[src/rtl/conv_pkg.sv]
// Shared types and constants for the convolution accelerator output path.
// Holds the drain FSM state encoding and the memory direction codes used by the control unit.
package conv_pkg;

  typedef enum logic [1:0] {
    IDLE  = 2'd0,
    READ  = 2'd1,
    FLUSH = 2'd2,
    FIN   = 2'd3
  } drain_state_e;

  localparam logic RW_READ  = 1'b0;
  localparam logic RW_WRITE = 1'b1;

  localparam int DEF_DATA_W  = 32;
  localparam int DEF_ADDR_W  = 4;
  localparam int DEF_NUM_OUT = 9;

endpackage

[src/rtl/drain_skid_fifo.sv]
// 2-entry FIFO whose head register directly drives the output stream.
// Latency: 1 cycle push-to-head; backpressure: push and pop together at full occupancy is legal.
module drain_skid_fifo #(
  parameter int W = 33
) (
  input  logic         i_clk,
  input  logic         i_rst_n,
  input  logic         i_push,
  input  logic [W-1:0] i_din,
  input  logic         i_pop,
  output logic [W-1:0] o_dout,
  output logic         o_full,
  output logic         o_empty,
  output logic [1:0]   o_count
);

  logic [W-1:0] r_head;
  logic [W-1:0] r_tail;
  logic [1:0]   r_count;
  logic         w_pop;
  logic         w_push;

  assign w_pop  = i_pop & (r_count != 2'd0);
  assign w_push = i_push & ((r_count != 2'd2) | w_pop);

  always_ff @(posedge i_clk or negedge i_rst_n) begin
    if (!i_rst_n) begin
      r_head  <= '0;
      r_tail  <= '0;
      r_count <= 2'd0;
    end else begin
      case ({w_push, w_pop})
        2'b10: begin
          if (r_count == 2'd0) r_head <= i_din;
          else                 r_tail <= i_din;
          r_count <= r_count + 2'd1;
        end
        2'b01: begin
          r_head  <= r_tail;
          r_count <= r_count - 2'd1;
        end
        2'b11: begin
          // occupancy unchanged; the new word lands behind whatever remains
          if (r_count == 2'd1) begin
            r_head <= i_din;
          end else begin
            r_head <= r_tail;
            r_tail <= i_din;
          end
        end
        default: ;
      endcase
    end
  end

  assign o_dout  = r_head;
  assign o_full  = (r_count == 2'd2);
  assign o_empty = (r_count == 2'd0);
  assign o_count = r_count;

endmodule

[src/rtl/conv_result_drain.sv]
// Drains NUM_OUT result words from output memory to a valid/ready host stream (ReLU option: CONV_DRAIN_RELU_EN).
// Latency: first beat 3 cycles after start; NUM_OUT+3 cycles start-to-drained at full rate.
// Backpressure: reads are credit-issued into a 2-entry skid FIFO, so nothing is dropped while m_ready is low.
module conv_result_drain
  import conv_pkg::*;
#(
  parameter int DATA_W  = DEF_DATA_W,
  parameter int ADDR_W  = DEF_ADDR_W,
  parameter int NUM_OUT = DEF_NUM_OUT
) (
  input  logic              clk,
  input  logic              rst,
  input  logic              start,
  output logic              en_out_mem,
  output logic              rw_out_mem,
  output logic [ADDR_W-1:0] out_addr,
  input  logic [DATA_W-1:0] out_rdata,
  output logic [DATA_W-1:0] m_data,
  output logic              m_valid,
  input  logic              m_ready,
  output logic              m_last,
  output logic              busy,
  output logic              drained
);

  localparam int BEAT_W = $clog2(NUM_OUT + 1);
  localparam int RCNT_W = ADDR_W + 1;
  localparam logic [BEAT_W-1:0] LAST_BEAT = BEAT_W'(NUM_OUT - 1);
  localparam logic [RCNT_W-1:0] LAST_READ = RCNT_W'(NUM_OUT - 1);

  drain_state_e r_state;
  drain_state_e w_state_nxt;

  logic [RCNT_W-1:0] r_rd_cnt;
  logic [BEAT_W-1:0] r_beat_cnt;
  logic              r_inflight;
  logic              r_inflight_last;

  logic              w_start_frame;
  logic              w_issue;
  logic              w_credit;
  logic              w_pop;
  logic              w_beat_last;
  logic [DATA_W-1:0] w_cap_data;
  logic [DATA_W:0]   w_fifo_dout;
  logic              w_full;
  logic              w_empty;
  logic [1:0]        w_count;

  assign w_start_frame = (r_state == IDLE) & start;
  assign w_pop         = m_valid & m_ready;
  assign w_beat_last   = (r_beat_cnt == LAST_BEAT);

  // Buffered words plus the read already in flight must leave room for one more,
  // counting the slot freed by a pop this cycle.
  assign w_credit = ({1'b0, w_count} + {2'b00, r_inflight}) <= (3'd1 + {2'b00, w_pop});
  assign w_issue  = (r_state == READ) & w_credit & ~(w_full & ~w_pop);

`ifdef CONV_DRAIN_RELU_EN
  assign w_cap_data = out_rdata[DATA_W-1] ? '0 : out_rdata;
`else
  assign w_cap_data = out_rdata;
`endif

  always_ff @(posedge clk or negedge rst) begin
    if (!rst) r_state <= IDLE;
    else      r_state <= w_state_nxt;
  end

  always_comb begin
    w_state_nxt = r_state;
    case (r_state)
      IDLE:    if (start) w_state_nxt = READ;
      READ:    if (w_issue && (r_rd_cnt == LAST_READ)) w_state_nxt = FLUSH;
      FLUSH:   if (w_pop && w_beat_last) w_state_nxt = FIN;
      FIN:     w_state_nxt = IDLE;
      default: w_state_nxt = IDLE;
    endcase
  end

  always_ff @(posedge clk or negedge rst) begin
    if (!rst) begin
      r_rd_cnt        <= '0;
      r_beat_cnt      <= '0;
      r_inflight      <= 1'b0;
      r_inflight_last <= 1'b0;
    end else begin
      r_inflight      <= w_issue;
      r_inflight_last <= w_issue & (r_rd_cnt == LAST_READ);
      // clearing in FIN parks the address at 0 for the whole IDLE period
      if (w_start_frame || (r_state == FIN)) begin
        r_rd_cnt   <= '0;
        r_beat_cnt <= '0;
      end else begin
        if (w_issue) r_rd_cnt   <= r_rd_cnt + RCNT_W'(1);
        if (w_pop)   r_beat_cnt <= r_beat_cnt + BEAT_W'(1);
      end
    end
  end

  drain_skid_fifo #(
    .W (DATA_W + 1)
  ) u_skid (
    .i_clk   (clk),
    .i_rst_n (rst),
    .i_push  (r_inflight),
    .i_din   ({r_inflight_last, w_cap_data}),
    .i_pop   (w_pop),
    .o_dout  (w_fifo_dout),
    .o_full  (w_full),
    .o_empty (w_empty),
    .o_count (w_count)
  );

  assign en_out_mem = w_issue;
  assign rw_out_mem = RW_READ;
  assign out_addr   = r_rd_cnt[ADDR_W-1:0];
  assign m_data     = w_fifo_dout[DATA_W-1:0];
  assign m_valid    = ~w_empty;
  assign m_last     = w_fifo_dout[DATA_W] & m_valid;
  assign busy       = (r_state != IDLE);
  assign drained    = (r_state == FIN);

endmodule

[config.mk]
export PLATFORM = sky130hd
export DESIGN_NAME = conv_result_drain
export DESIGN_NICKNAME = d
export VERILOG_FILES = /design/src/rtl/conv_pkg.sv /design/src/rtl/drain_skid_fifo.sv /design/src/rtl/conv_result_drain.sv
export SDC_FILE = /design/constraint.sdc
export NUM_CORES = 1
export LEC_CHECK = 0
export BUFFER_PORTS_ARGS = -buffer_cell sky130_fd_sc_hd__buf_2
export CORE_UTILIZATION = 30
export DETAILED_ROUTE_END_ITERATION = 10
export GPL_TIMING_DRIVEN = 0
export PLACE_DENSITY_LB_ADDON = 0.1
export SYNTH_ARGS = -nofsm -noshare
export SYNTH_HDL_FRONTEND = slang
export SYNTH_SLANG_ARGS = --single-unit
[constraint.sdc]
create_clock -name clk -period 7.47 [get_ports clk]
set_clock_uncertainty 0.05 [all_clocks]
set_input_delay 0.747 -clock clk [delete_from_list [all_inputs] [get_ports clk]]
set_output_delay 0.747 -clock clk [all_outputs]
set_load 0.02 [all_outputs]
==> metrics.cfg, run 1 <==
[run_status]
status=finished, final reports clean

[sta]
setup_tns_ns=0
relSlewSlack=0.620
rsz0062_at_grt=no
worst_pin_slew_ns=0.570
timing.fmax_ghz=0.264
setup_viol=0
period_needed_ns=3.79
fin_crit_sh=0.507
final-hold-violation-count=0
fin_ws_ns=3.68
slew_violations=0

[drt]
viasPerCell=4.36
first_iter_violations=103
postRouteAntennaNets=0
wl_per_cell_um=13.4
dr.pass1.iters=4
vias=2728
drt_wl_total_mm=8.36
drc_errors=0

[synth]
synth.cell_area_um2=4050
synth_common_cells=81 x dfrtp_1, 42 x nand2_1, 38 x o21ai_0, 37 x buf_4, 34 x mux2i_1
syn_nets=409
synth_most_common_cell=dfrtp_1
yosysTopAreaCell=dfrtp_1
async_flop_share=1.00
postSynthCellCount=357
yosysWarnings=0
synthTopCellsByArea=dfrtp_1 50%, mux2_2 9.2%, mux2i_1 8.4%
synth_seq_area_share=0.500
synth-seq-cells=81
ys_types=35
syn_area_per_cell_um2=11.4
synth_edf_count=0
synth_ff_type=dfrtp_1
yosys.area.top_type_share=0.500

[power]
irDropWorstVdd_mv=0.166
power_density_nw_per_um2=430
power_leakage_nw=2.52
seqPwrFrac=0.346
switching_power_w=0.000793
p_int_w=0.00135
swShare=0.371
clkPwrFrac=0.198
power_w=0.00214
combPwrFrac=0.456

[clock_network]
clock_sinks=81
clock_latency_ns=0.34
cts-root-buf=clkbuf_16
h-tree-depth=3
cts_made_buffers=9
cts_setup_buffers=0
hold_buffers=0
ctsResizeCount=0
clk_pin_slew_ns=0.06
cts.path.max_buffers=2
cts_tree=done

[worst_setup_path]
end_kind=primary output
start_kind=flop
startpoint=u_skid.o_count[1]
worstSetupEndpoint=en_out_mem
ff2ff_path_depth=9
cp_max_fo=8
arrival_ns=2.99
rr_startpoint=u_skid.o_count[1]
rrSetupSlack_ns=4.35
critical_path_class=reg -> out
reg2reg_to=r_state[1]
worstPathRequired_ns=6.67

[global_route]
grt_max_degree=43
met2_usage=0.204
grt_pass1_vias=2762
antenna_found_initial=0
use_met1=0.174
grt-ovfl-total=0
grt_most_used_layer=met2
grt_usage=0.132
grt_pass1_wl_mm=14.3
met3_usage=0.0319

[floorplanning]
core_um2=13200
rows=42
initial_core_util=0.307
num_io_pins=78
die_x_um=118
dieArea_um2=14000
die_y_um=118

[finish]
area_growth_pct=22.5
fin_nets=497
diodes=0
postLayoutCoreUtil=0.377
final_layout_size_suffix_gt1_frac=0.394

[place]
dp_hpwl_mm=5.90
port_buffers=76
post-place-ws_ns=3.89
gp_congestion=0.763

[hold_path]
min_path_type=in -> async

[flow_run]
maxCapViolations=0

how the worst min path moves through the flow:
| stage | from | end | slack [ns] | depth (start not counted) |
|---|---|---|---|---|
| 2_1_floorplan | u_skid.o_dout[32] | u_skid.o_dout[32] | 0.39 | 2 |
| 3_3_place_gp | u_skid.o_dout[15] | u_skid.o_dout[15] | 0.41 | 2 |
| 3_5_place_dp | u_skid.o_dout[32] | u_skid.o_dout[32] | 0.42 | 2 |
| 4_1_cts | rst | u_skid.o_dout[20] | 0.38 | 1 |
| 5_1_grt | rst | u_skid.o_dout[20] | 0.40 | 1 |
| 6_report | rst | u_skid.o_dout[20] | 0.36 | 1 |
metrics by stage:
step / area (µm²) / cells / hold WS, ns
3_5_place_dp: 4680 / 610 / 0.423
3_3_place_gp: 4650 / 609 / 0.415
2_1_floorplan: 4050 / 357 / 0.392
5_1_grt: 4970 / 625 / 0.402
6_report: 4970 / 625 / 0.356
4_1_cts: 4970 / 625 / 0.378
final cells by class:
class	instances	area [µm²]
Inverter	16	60.1
Tap cell	176	220
Multi-Input combinational cell	207	1610
Clock inverter	2	12.5
Buffer	53	362
Timing Repair Buffer	77	410
Fill cell	1315	8220
Sequential cell	81	2030
Clock buffer	13	270
cells in the final DEF, fill, tap and decap left out, drive strengths merged:
cell	instances
o2111ai	1
conb	1
nor2	5
nand4	3
o31ai	4
inv	16
fa	1
buf	123
o21ai	38
or3b	1
mux2	34
mux2i	34
clkinvlp	1
a21oi	8
nor3	1
ha	15
nor2b	3
a221oi	2
o221a	1
nand3	2
nand2	42
or3	3
xnor2	3
a22o	1
or4bb	1
dfrtp	81
clkinv	1
clkbuf	20
a21o	1
xor2	2
kinds of logic after synthesis:
family / share of synthesized area
flops: 0.500
other cells: 0.000925
buf+inv: 0.104
fa+ha+maj: 0.0512
compound gates: 0.0867
simple gates: 0.0679
xor+xnor: 0.0108
mux: 0.178
power by group through the flow:
| stage | Sequential, W | Clock [W] | Combinational (W) |
|---|---|---|---|
| 2_1_floorplan | 0.000722 | 0 | 0.000763 |
| 3_3_place_gp | 0.000741 | 0 | 0.000979 |
| 5_1_grt | 0.000769 | 0.000457 | 0.00109 |
| 4_1_cts | 0.000741 | 0.000440 | 0.00100 |
| 3_5_place_dp | 0.000749 | 0 | 0.000997 |
| 6_report | 0.000739 | 0.000424 | 0.000975 |
critical path, stage by stage, from the launching register on:
cell	delay, ns
dfrtp_1	0.43
inv_1	0.14
ha_1	0.29
nor2b_4	0.06
buf_6	0.14
fa_1	0.51
or3b_1	0.47
a221oi_4	0.39
buf_2	0.23
registers in the layout (all words and copies together) (netlist names):
name	flops
r_rd_cnt	5
r_inflight_last	1
r_beat_cnt	4
u_skid.o_count	2
u_skid.o_dout	33
u_skid.r_tail	33
r_state	2
r_inflight	1
layer usage:
layer,routed length (µm),vias up
met5,0,-
met3,373,13
li1,-,1352
met4,148,0
met2,3950,53
met1,3890,1310
Note: power is estimated with default switching activity, not from simulation.
==> inputs of run 2 (changes only) <==
- ABC_AREA: unset -> 1
- clock period: 7.47 -> 3.3 ns (I/O delays scaled with it)
==> metrics.cfg, run 2 <==
[run_status]
status=finished, final reports clean

[floorplanning]
rows=42
num_io_pins=78
die_y_um=120
core_um2=13400
initial_core_util=0.310
dieArea_um2=14300
die_x_um=120

[synth]
yosys.area.top_type_share=0.488
ys_types=29
synth-xor-area-share=0.00843
syn_area_per_cell_um2=8.21
syn_nets=558
synth_compound_area_frac=0.110
yosysWarnings=0
synth_most_common_cell=nand2_1
yosysTopAreaCell=dfrtp_1
synth_seq_area_share=0.488
async_flop_share=1.00
synth.area.mux_share=0
postSynthCellCount=506
synth-seq-cells=81
synth_fa_ha_area_frac=0.0500
synth_top_family_by_area=simple AND/OR/NAND/NOR gates
synthSimpleGateAreaFrac=0.196
synth_common_cells=182 x nand2_1, 81 x dfrtp_1, 64 x o21ai_0, 52 x inv_1, 41 x buf_4
synth.cell_area_um2=4160
synth_edf_count=0
synthTopCellsByArea=dfrtp_1 49%, nand2_1 16%, o21ai_0 7.7%
synth_ff_type=dfrtp_1

[place]
gp_congestion=0.757
dp_hpwl_mm=6.62
post_dp_cell_area_um2=4790
port_buffers=76

[sta]
slew_violations=0
hold_slack_ns=0.156
timing.fmax_ghz=0.332
rsz0062_at_grt=no
worst_pin_slew_ns=0.790
fin_crit_sh=0.913
relSlewSlack=0.473
setup_viol=0
final-hold-violation-count=0
period_needed_ns=3.01
setup_tns_ns=0

[finish]
final_layout_size_suffix_gt1_frac=0.253
area_growth_pct=22.0
final_cell_area_um2=5070
fin_nets=647
final_cell_mix=182 x nand2_1, 81 x buf_2, 81 x dfrtp_1, 64 x o21ai_0, 52 x inv_1
diodes=0
final_common_cell=nand2_1
nFillCells=1422

[drt]
postRouteAntennaNets=0
vias=3354
wl_per_cell_um=12.5
viasPerCell=4.32
dr.pass1.iters=4
drt_wl_total_mm=9.68
first_iter_violations=213
drc_errors=0

[clock_network]
clk_pin_slew_ns=0.06
clock_sinks=81
cts_made_buffers=9
cts.path.max_buffers=2
cts-root-buf=clkbuf_16
cts_setup_buffers=0
clock_latency_ns=0.34
h-tree-depth=3
cts_tree=done

[worst_setup_path]
critical_path_class=reg -> out
arrival_ns=2.63
end_kind=primary output
cp_max_fo=8
start_kind=flop
worstPathRequired_ns=2.92

[global_route]
grt_pass1_vias=3315
grt_usage=0.149
grt_max_degree=46
grt_pass1_wl_mm=16.4
grt-ovfl-total=0
antenna_found_initial=0

[power]
power_leakage_nw=2.72
power_density_nw_per_um2=941
irDropWorstVdd_mv=0.362

[flow_run]
maxCapViolations=0

[hold_path]
min_path_type=in -> reg

## run 2: cell count changes in the layout (fill, tap and decap cells not counted), sizes merged, moves of 3 or more
cell / delta
buf: +5
inv: +39
mux2: -34
mux2i: -34
nand2: +143
nand3: +9
nor2b: -3
o21ai: +36
or3: -3
xnor2: -3
## run 2: path summary, 6_finish.rpt
path,start,to,slack (ns),cells past startpoint
hold / removal,out_rdata[9],u_skid.r_tail[9],0.16,3
max in group asynchronous,rst,u_skid.r_tail[27],2.13,3
setup / recovery,u_skid.o_count[0],en_out_mem,0.29,11
min in group asynchronous,rst,u_skid.o_dout[10],0.45,2
setup reg to reg,u_skid.o_count[0],r_rd_cnt[1],0.85,12
hold reg to reg,r_beat_cnt[3],r_beat_cnt[3],0.43,1
## run 2: final cells by class
cell class / count / area [µm²] / share of cell area
plain buffers: 57 / 407 / 0.0802
clock buffers: 13 / 260 / 0.0513
clock inverters: 3 / 15.0 / 0.00296
inverters: 55 / 206 / 0.0407
multi-input cells: 313 / 1520 / 0.299
flip-flops and latches: 81 / 2030 / 0.400
well taps: 176 / 220 / 0.0434
repair buffers: 78 / 420 / 0.0829
## run 2: per-stage QoR
step            util  setup WS [ns]  std cells  total power, W
2_1_floorplan      -          0.952        506         0.00326
3_3_place_gp   0.355          0.608        758         0.00382
3_5_place_dp   0.357          0.618        759         0.00387
4_1_cts        0.379          0.222        776         0.00487
5_1_grt        0.379        0.00735        776         0.00524
6_report       0.379          0.287        776         0.00477
## run 2: per-layer routing
layer,GRT usage,up-vias,part of all wire
met5,0,-,0
met4,0.0539,0,0.014
met3,0.0452,10,0.055
met2,0.232,78,0.45
met1,0.196,1560,0.48
li1,-,1706,-
## run 2: logic make-up (layout without fill, tap and decap cells)
logic type               after synthesis  in the layout
AND/OR/NAND/NOR                      206            206
AO/OA/AOI/OAI                         86             86
adder cells (fa/ha/maj)               16             16
flip-flops                            81             81
XOR/XNOR                               4              4
buffers and inverters                112            206
other                                  1              1
## run 2: power by group
group | total (W) | internal, W | switching (W)
registers | 0.00165 | 0.00145 | 0.000202
logic | 0.00218 | 0.000878 | 0.00130
clock network | 0.000950 | 0.000548 | 0.000402
## run 2: critical path, cell delays in order (launching register included)
cell and delay [ns]:
dfrtp_1 0.41, inv_1 0.08, ha_1 0.30, nor2_4 0.25, fa_1 0.43, nor2_1 0.14
nand2_1 0.07, nand2_1 0.05, nand2_1 0.07, nand2_1 0.17, inv_1 0.13, buf_2 0.18
## run 2: timing repair
item	CTS	global route
gates resized for setup	0	0
hold endpoints to repair	36	0
endpoints found under the setup margin	0	1
hold buffers	1	0
==> inputs of run 3 (changes only) <==
- clock period: 3.3 -> 3 ns (I/O delays scaled with it)
==> metrics.cfg, run 3 (synthesis results as in run 2) <==
[drt]
drt_wl_total_mm=9.69
wl_per_cell_um=12.5
first_iter_violations=209
postRouteAntennaNets=0
drc_errors=0
viasPerCell=4.34
dr.pass1.iters=4
vias=3372

[hold_path]
min_path_type=in -> reg

[global_route]
grt_max_degree=46
grt_pass1_wl_mm=16.4
grt_most_used_layer=met2
grt-ovfl-total=0
grt_pass1_vias=3317
use_met1=0.196
grt_usage=0.150
met2_usage=0.232
met3_usage=0.0452
antenna_found_initial=0

[sta]
hold_slack_ns=0.127
rsz0062_at_grt=no
setup_viol=0
setup_tns_ns=0
worst_pin_slew_ns=0.781
fin_crit_sh=0.908
timing.fmax_ghz=0.367
final-hold-violation-count=0
relSlewSlack=0.479
period_needed_ns=2.72
slew_violations=0

[finish]
final_cell_area_um2=5090
area_growth_pct=22.6
fin_nets=648
final_cell_mix=181 x nand2_1, 81 x buf_2, 81 x dfrtp_1, 64 x o21ai_0, 52 x inv_1
final_layout_size_suffix_gt1_frac=0.258
diodes=0
final_common_cell=nand2_1

[clock_network]
h-tree-depth=3
cts.path.max_buffers=2
cts_made_buffers=9
clock_sinks=81
clk_pin_slew_ns=0.06
clock_latency_ns=0.34
cts-root-buf=clkbuf_16
cts_tree=done

[floorplanning]
die_x_um=120
num_io_pins=78
die_y_um=120
rows=42
core_um2=13400
dieArea_um2=14300
initial_core_util=0.310

[worst_setup_path]
arrival_ns=2.37
crit_slowest_cell=fa_1
critical_path_class=reg -> out
max_stage_delay_ns=0.46
start_kind=flop
worstPathRequired_ns=2.65
cp_max_fo=6
cp_cell_sequence=inv_1 -> ha_4 -> nor2_4 -> fa_1 -> nor2_1 -> nand2_1 -> nand2_1 -> nand2_2 -> inv_1 -> buf_2
critPathTopFamily=adder cells
end_kind=primary output
crit_buf_inv=3

[power]
irDropWorstVdd_mv=0.398
power_leakage_nw=2.73
power_density_nw_per_um2=1040

[place]
dp_hpwl_mm=6.62
port_buffers=76
gp_congestion=0.757
post_dp_cell_area_um2=4790

[flow_run]
maxCapViolations=0

[run_status]
status=finished, final reports clean

[run 3: final timing paths]
kind	to	startpoint	slack (ns)	cells after the start
setup / recovery	en_out_mem	u_skid.o_count[1]	0.28	10
hold reg to reg	r_beat_cnt[3]	r_beat_cnt[3]	0.43	1
hold / removal	u_skid.r_tail[9]	out_rdata[9]	0.13	3
setup reg to reg	r_state[1]	u_skid.o_count[1]	0.80	12
min in group asynchronous	u_skid.o_dout[10]	rst	0.42	2
max in group asynchronous	r_beat_cnt[2]	rst	1.87	3
[run 3: final cells by class]
| class | instances | area (µm²) |
|---|---|---|
| inverters | 55 | 206 |
| clock buffers | 13 | 260 |
| plain buffers | 57 | 407 |
| multi-input cells | 313 | 1530 |
| well taps | 176 | 220 |
| repair buffers | 79 | 428 |
| flip-flops and latches | 81 | 2030 |
| clock inverters | 3 | 15.0 |
| fillers | 1421 | 8310 |
[run 3: worst register-to-register path: stages, from the launching register on]
cell and delay (ns):
dfrtp_1 0.40, inv_1 0.16, ha_4 0.21, nor2_4 0.05
fa_1 0.46, nor2_1 0.14, nand2_1 0.06, nand2_1 0.10
nand3_1 0.11, nand2_1 0.14, nand2_1 0.08, nand2_1 0.06
nand2_1 0.05
[run 3: repair_timing]
action,in CTS,in global routing
setup buffers,1,0
pin swaps,1,0
resized for setup,0,3
endpoints found under the hold margin,36,0
hold buffers,1,0
endpoints found under the setup margin,1,1
[run 3: where the power goes]
group          internal, W  total, W  leakage (nW)  switching, W
Clock             0.000602   0.00105         0.139      0.000443
Combinational     0.000987   0.00243          1.58       0.00144
Sequential         0.00159   0.00181          1.01      0.000221
[run 3: metal layers]
| metal | wire length, µm | up-vias |
|---|---|---|
| met3 | 533 | 10 |
| met2 | 4400 | 80 |
| met1 | 4630 | 1573 |
| li1 | - | 1709 |
| met4 | 120 | 0 |
| met5 | 0 | - |
[run 3: stage by stage]
step | utilization | total power [W] | std cells | worst slack [ns]
floorplan | - | 0.00359 | 506 | 0.682
global placement | 0.355 | 0.00421 | 758 | 0.338
global route | 0.380 | 0.00580 | 777 | 0.0487
detailed placement | 0.357 | 0.00426 | 759 | 0.348
finish | 0.380 | 0.00528 | 777 | 0.276
CTS | 0.379 | 0.00536 | 777 | 0.0516
